File: config.mk
export PLATFORM = sky130hd
export DESIGN_NAME = bsg_tx_serializer
export DESIGN_NICKNAME = d
export VERILOG_FILES = /design/src/rtl/bsg_tx_serializer.sv
export SDC_FILE = /design/constraint.sdc
export NUM_CORES = 1
export LEC_CHECK = 0
export CAP_MARGIN = 20
export CORE_MARGIN = 3
export CORE_UTILIZATION = 58
export DETAILED_ROUTE_END_ITERATION = 16
export PLACE_DENSITY_LB_ADDON = 0.25
export SETUP_SLACK_MARGIN = 0.3
export SLEW_MARGIN = 20
export SYNTH_ARGS = -nofsm -noshare
export SYNTH_HDL_FRONTEND = slang
export SYNTH_SLANG_ARGS = --single-unit
File: constraint.sdc
create_clock -name G_CLK_TX -period 6.2 [get_ports G_CLK_TX]
set_clock_uncertainty 0.2 [all_clocks]
set_input_delay 1.86 -clock G_CLK_TX [delete_from_list [all_inputs] [get_ports G_CLK_TX]]
set_output_delay 1.86 -clock G_CLK_TX [all_outputs]
set_load 0.005 [all_outputs]
File: src/rtl/bsg_tx_serializer.sv
// -----------------------------------------------------------------------------
// bsg_tx_serializer
//
// Captures the BSG register bank (CONTROL / DATA_0 / DATA_1) on a load strobe
// and shifts one framed word stream onto tx_line:
//   start(0) | 8 or 16 data bits | optional even parity | stop(1)
// Every bit is held for (div+1) cycles of G_CLK_TX.
//
// CONTROL layout (requires DATA_WIDTH = 8):
//   [0] enable   [1] word count (0: data0, 1: data0+data1)
//   [2] MSB-first per word   [3] parity enable   [7:4] div
//
// Ports
//   G_CLK_TX  in   transmit clock, rising edge
//   rst       in   asynchronous active-low reset
//   load      in   single-cycle frame request
//   ctrl      in   BSG_CONTROL value
//   data0     in   first data word
//   data1     in   second data word (when word count = 1)
//   tx_line   out  serial output, idles high
//   busy      out  high while a frame is in flight
//   done      out  one-cycle pulse after the stop bit
// -----------------------------------------------------------------------------
module bsg_tx_serializer #(
  parameter int DATA_WIDTH = 8
) (
  input  logic                  G_CLK_TX,
  input  logic                  rst,
  input  logic                  load,
  input  logic [DATA_WIDTH-1:0] ctrl,
  input  logic [DATA_WIDTH-1:0] data0,
  input  logic [DATA_WIDTH-1:0] data1,
  output logic                  tx_line,
  output logic                  busy,
  output logic                  done
);

  localparam int IDX_W = $clog2(DATA_WIDTH);
  localparam int CNT_W = IDX_W + 1;  // counts across both words

  typedef enum logic [2:0] {
    S_IDLE,
    S_START,
    S_DATA,
    S_PARITY,
    S_STOP
  } state_t;

  state_t state, state_nxt;

  // Captured frame configuration
  logic                  word_cnt_q;
  logic                  msb_first_q;
  logic                  par_en_q;
  logic [3:0]            div_q;
  logic [DATA_WIDTH-1:0] data0_q;
  logic [DATA_WIDTH-1:0] data1_q;

  logic [3:0]            timer_q;
  logic [CNT_W-1:0]      bit_cnt_q;
  logic                  parity_q;
  logic                  done_q;

  logic                  accept;
  logic                  bit_end;
  logic                  last_data;
  logic [CNT_W-1:0]      last_idx;
  logic [DATA_WIDTH-1:0] cur_word;
  logic [IDX_W-1:0]      bit_idx;
  logic                  data_bit;

  assign accept  = load && ctrl[0] && (state == S_IDLE);
  assign bit_end = (timer_q == 4'd0);

  assign last_idx  = word_cnt_q ? CNT_W'(2*DATA_WIDTH - 1) : CNT_W'(DATA_WIDTH - 1);
  assign last_data = (bit_cnt_q == last_idx);

  // Top counter bit selects the word; MSB-first mirrors the index within it
  // (~idx == DATA_WIDTH-1-idx for a power-of-two width).
  assign cur_word = bit_cnt_q[CNT_W-1] ? data1_q : data0_q;
  assign bit_idx  = msb_first_q ? ~bit_cnt_q[IDX_W-1:0] : bit_cnt_q[IDX_W-1:0];
  assign data_bit = cur_word[bit_idx];

  assign busy = (state != S_IDLE);
  assign done = done_q;

  // NOTE: state and datapath registers use non-blocking assignments so every
  // flop samples pre-edge values regardless of statement order.
  always_ff @(posedge G_CLK_TX or negedge rst) begin
    if (!rst) begin
      state <= S_IDLE;
    end else begin
      state <= state_nxt;
    end
  end

  // NOTE: every output of this block gets a default before the case, so no
  // path leaves a signal unassigned and no latch is inferred.
  always_comb begin
    state_nxt = state;
    tx_line   = 1'b1;
    case (state)
      S_IDLE: begin
        if (accept) state_nxt = S_START;
      end
      S_START: begin
        tx_line = 1'b0;
        if (bit_end) state_nxt = S_DATA;
      end
      S_DATA: begin
        tx_line = data_bit;
        if (bit_end && last_data) state_nxt = par_en_q ? S_PARITY : S_STOP;
      end
      S_PARITY: begin
        tx_line = parity_q;
        if (bit_end) state_nxt = S_STOP;
      end
      S_STOP: begin
        if (bit_end) state_nxt = S_IDLE;
      end
      default: state_nxt = S_IDLE;
    endcase
  end

  // NOTE: the capture registers are a handful of flops, not a memory array,
  // so they are reset with everything else to give a deterministic idle state.
  always_ff @(posedge G_CLK_TX or negedge rst) begin
    if (!rst) begin
      word_cnt_q  <= 1'b0;
      msb_first_q <= 1'b0;
      par_en_q    <= 1'b0;
      div_q       <= 4'd0;
      data0_q     <= '0;
      data1_q     <= '0;
      timer_q     <= 4'd0;
      bit_cnt_q   <= '0;
      parity_q    <= 1'b0;
      done_q      <= 1'b0;
    end else begin
      // Pulse lands on the same edge that returns the FSM to IDLE.
      done_q <= (state == S_STOP) && bit_end;

      if (accept) begin
        word_cnt_q  <= ctrl[1];
        msb_first_q <= ctrl[2];
        par_en_q    <= ctrl[3];
        div_q       <= ctrl[7:4];
        data0_q     <= data0;
        data1_q     <= data1;
        timer_q     <= ctrl[7:4];
        bit_cnt_q   <= '0;
        parity_q    <= 1'b0;
      end else if (state != S_IDLE) begin
        if (bit_end) begin
          timer_q <= div_q;
          if (state == S_DATA) begin
            parity_q  <= parity_q ^ data_bit;
            bit_cnt_q <= last_data ? '0 : bit_cnt_q + 1'b1;
          end
        end else begin
          timer_q <= timer_q - 4'd1;
        end
      end
    end
  end

endmodule
==> impl.org <==
** Outcome
- Status :: complete, no violations

** Critical path
- Type of the setup path with the least slack :: flop to output pin
- The worst setup path is launched from a flop.
- Critical Path Fanout Max :: 13
- In this run the critical register-to-register path is launched from timer_q[0].
- For the worst setup path, the data arrival time is between 2000 and 3000 ps.
- Across all register-to-register paths, the minimum setup slack is 3660 ps.
- For the worst setup path, the data required time is a little over 4000 ps.
- In this run the critical register-to-register path is captured at bit_cnt_q[3].
- Number of cells on the worst reg-to-reg path :: 7
- The worst setup path is captured at an output pin.

** Clock tree
- TritonCTS built the clock tree.
- Clk Tree Root Cell :: clkbuf_4
- Maximum level of the CTS H-tree :: 2
- Post-CTS repair timing setup buffer count :: 0
- Buffers inserted during clock tree synthesis total 5.
- The clock passes through at most 2 buffers.
- The clock net in this run drives a total of 36 sinks.
- Hold repair after CTS inserted 0 buffers.
- Post-cts gate resize count :: 0
- Clock-pin slew was measured on the worst setup and hold paths at roughly 80 ps.
- Clock latency reported for the late side of the worst-skew pair :: about 340 ps

** Detailed routing
- Number of antenna-violating nets in the routed design :: 0
- Total iterations of the first detailed-routing run :: 4
- Vias per std cell :: 5.920
- Number of remaining DRC errors :: 0
- Iteration-0 DRC count of the detailed router :: ~120
- Summed over all layers, the routed wires come to roughly 3.8 mm.
- The detailed router placed between 1000 and 1500 vias in this run.
- Average wire per cell in the routed design :: between 15 and 20 um

** Synth
- Total number of yosys warnings :: 0
- The synthesized netlist occupies a cell area of between 2000 and 2500 sq um.
- Share of cell area taken by muxes after synthesis :: 17.17%
- Of the total synthesized cell area, the portion taken by full adders, half adders and majority gates is ~1.2%.
- For this run, asynchronously set or reset flops after synthesis account for between 90% and 100%.
- Share of the synthesized area in the top cell type :: between 40% and 50%
- Of the total synthesized cell area, the portion taken by XOR and XNOR cells is 1.710%.
- Number of cells produced by synthesis :: 184
- Sorting the synthesized cells by area gives the leading types as dfrtp_1, mux2_2, mux2i_1.
- Dominant combinational cell family by area after synthesis :: multiplexers
- After synthesis, flip-flops and latches occupy about 44% of the total area.
- Summed over all instances, the cell type with the most area after synthesis is dfrtp_1.
- Count of unique library cells instantiated by Yosys :: 50
- Counting flops with a built-in enable in the synthesized netlist gives 0.
- In this run, synthesis produced a sequential element count of 36.
- Fraction of the mapped netlist area in compound gates :: between 10% and 20%
- Post-synthesis net count :: approximately 210
- Post-synthesis simple-gate area fraction :: between 10 and 15%
- In the synthesized netlist the dominant register cell turns out to be dfrtp_1.
- Average cell area after synthesis :: between 10 and 15 sq um

** Die
- For this design the top-level I/O count stands at 30.
- The initial utilization of the core area, before any placement, comes to between 60% and 70%.
- Area enclosed by the die boundary :: roughly 4300 sq um
- Core box area :: 3203 sq um
- The floorplan step set the die width to between 60 and 70 um.
- Site row count :: 20
- Die Y :: 65.43 um

** Global routing
- Largest net degree at the start of global routing :: 37
- For this run, the total global-route usage over all layers was measured as 19.43%.
- The number of global-route vias before repair is about 1500.
- First-pass GRT wire length :: 6.354 mm
- Total grt overflow :: 0
- Initial antenna violation count :: 0

** Placed design
- Count of buffers from port buffering :: 29
- At the placement stage, the worst setup path has a slack of between 1500 and 2000 ps.
- Summed over all nets, the half-perimeter wirelength after detailed placement is between 2 and 3 mm.
- The congestion estimate from routability-driven global placement came to just under 0.9.

** Min path
- The worst hold path begins at data0_q[2].
- Terminating pin of the worst hold path :: data0_q[2]
- Path class of the lowest-slack min-delay path :: flop to flop
- Number of cells on the worst hold path :: 1

** Layout
- Number of nets in the layout :: approximately 240
- The number of antenna diodes in the final layout is 0.
- The library cells used most frequently in the layout, excluding fill and tap cells, are dfrtp_1, clkdlybuf4s50_1, mux2_2, nand2_1, nor2_1.
- Most frequent standard cell in the layout excluding fill and tap cells :: dfrtp_1
- Fraction of layout instances using a drive strength above 1 :: between 10% and 20%
- P&R area growth vs syn :: 11.73%

** STA
- Final hold violation count :: 0
- Final-layout setup total negative slack :: 0 ps
- Post-route fraction of the period consumed by the critical path :: ~78%
- For this run, the top clock speed supported by timing is between 0.2 and 0.25 GHz.
- For the pin with the worst max-slew slack, the measured transition is between 900 and 1000 ps.
- Final number of max-transition violations :: 0
- Rel. slew slack :: about two fifths
- Worst path setup slack after routing :: ~1400 ps
- Setup repair after global routing left no endpoint under its margin.
- Final setup violation count :: 0
- The routed design could run at a clock period as short as around 4800 ps.

** Power and ir drop
- Max rail drop VDD :: 236.3 uV
- Power per unit of standard cell area :: ~430 nW/um^2
- Summed over all cells, the static leakage comes to between 0.0009 and 0.001 uW.

** Job
- Max-cap violations in this run came to 0.
## stage by stage
step	hold slack, ps	total power (uW)	instance area [sq um]	util (%)	cells
2_1_floorplan	275.0	814.8	2048	-	184
3_3_place_gp	289.6	857.8	2251	70.27	246
3_5_place_dp	300.9	889.6	2251	70.27	246
4_1_cts	323.5	998.3	2288	71.45	251
5_1_grt	332.8	1073	2288	71.45	251
6_report	322.4	994.5	2288	71.45	251
## Yosys cell counts (all sizes together), types with 3 or more instances
| library cell | n |
|---|---|
| dfrtp | 36 |
| mux2 | 23 |
| nand2 | 18 |
| nor2 | 14 |
| a21oi | 10 |
| o21ai | 10 |
| buf | 7 |
| mux2i | 7 |
| inv | 6 |
| clkbuf | 4 |
| nor2b | 4 |
| nand3 | 3 |
| o22ai | 3 |
## cell type report
cell class / instances / area, sq um
Sequential cell: 36 / 900.9
Inverter: 6 / 22.52
Timing Repair Buffer: 30 / 297.8
Tap cell: 44 / 55.05
Fill cell: 247 / 914.6
Clock buffer: 5 / 37.54
Multi-Input combinational cell: 130 / 974.7
## critical path, stage by stage, from the launching register on
cell and delay [ps]:
dfrtp_1 690, mux2i_1 180, and2_1 180, o311a_1 320
o211ai_1 270, nand2_1 80, o211ai_1 170, clkdlybuf4s50_1 530
## power breakdown
part,switching (uW),internal (uW)
Combinational,197,241
Clock,69.3,37.8
Sequential,109,341
Total,375,620
## metal layers
metal	GRT usage (%)	part of all wire (%)	vias to the layer above
li1	-	-	708
met1	21.02	40	719
met2	35.27	52	51
met3	5.812	6.3	8
met4	7.513	1.5	0
met5	0	0	-
## kinds of logic after synthesis
kind of cell / Yosys count
AND/OR/NAND/NOR: 53
adder cells (fa/ha/maj): 2
XOR/XNOR: 4
flip-flops: 36
AO/OA/AOI/OAI: 40
buffers and inverters: 18
multiplexers: 31
## flip-flops by register name, summed over array words and instances (netlist names)
| name | cells |
|---|---|
| timer_q | 4 |
| data1_q | 8 |
| word_cnt_q | 1 |
| div_q | 4 |
| msb_first_q | 1 |
| parity_q | 1 |
| par_en_q | 1 |
| bit_cnt_q | 4 |
| data0_q | 8 |
| done | 1 |
| state | 3 |
## worst max-delay path by stage
| stage | start | end | slack, ps | cells past startpoint |
|---|---|---|---|---|
| after CTS | bit_cnt_q[3] | tx_line | 1370 | 7 |
| after detailed placement | bit_cnt_q[3] | tx_line | 1750 | 7 |
| after floorplan | bit_cnt_q[3] | tx_line | 2640 | 6 |
| final | bit_cnt_q[3] | tx_line | 1390 | 7 |
| after global routing | bit_cnt_q[3] | tx_line | 1200 | 7 |
| after global placement | bit_cnt_q[3] | tx_line | 1800 | 7 |
Power figures use the tool's default switching activity.
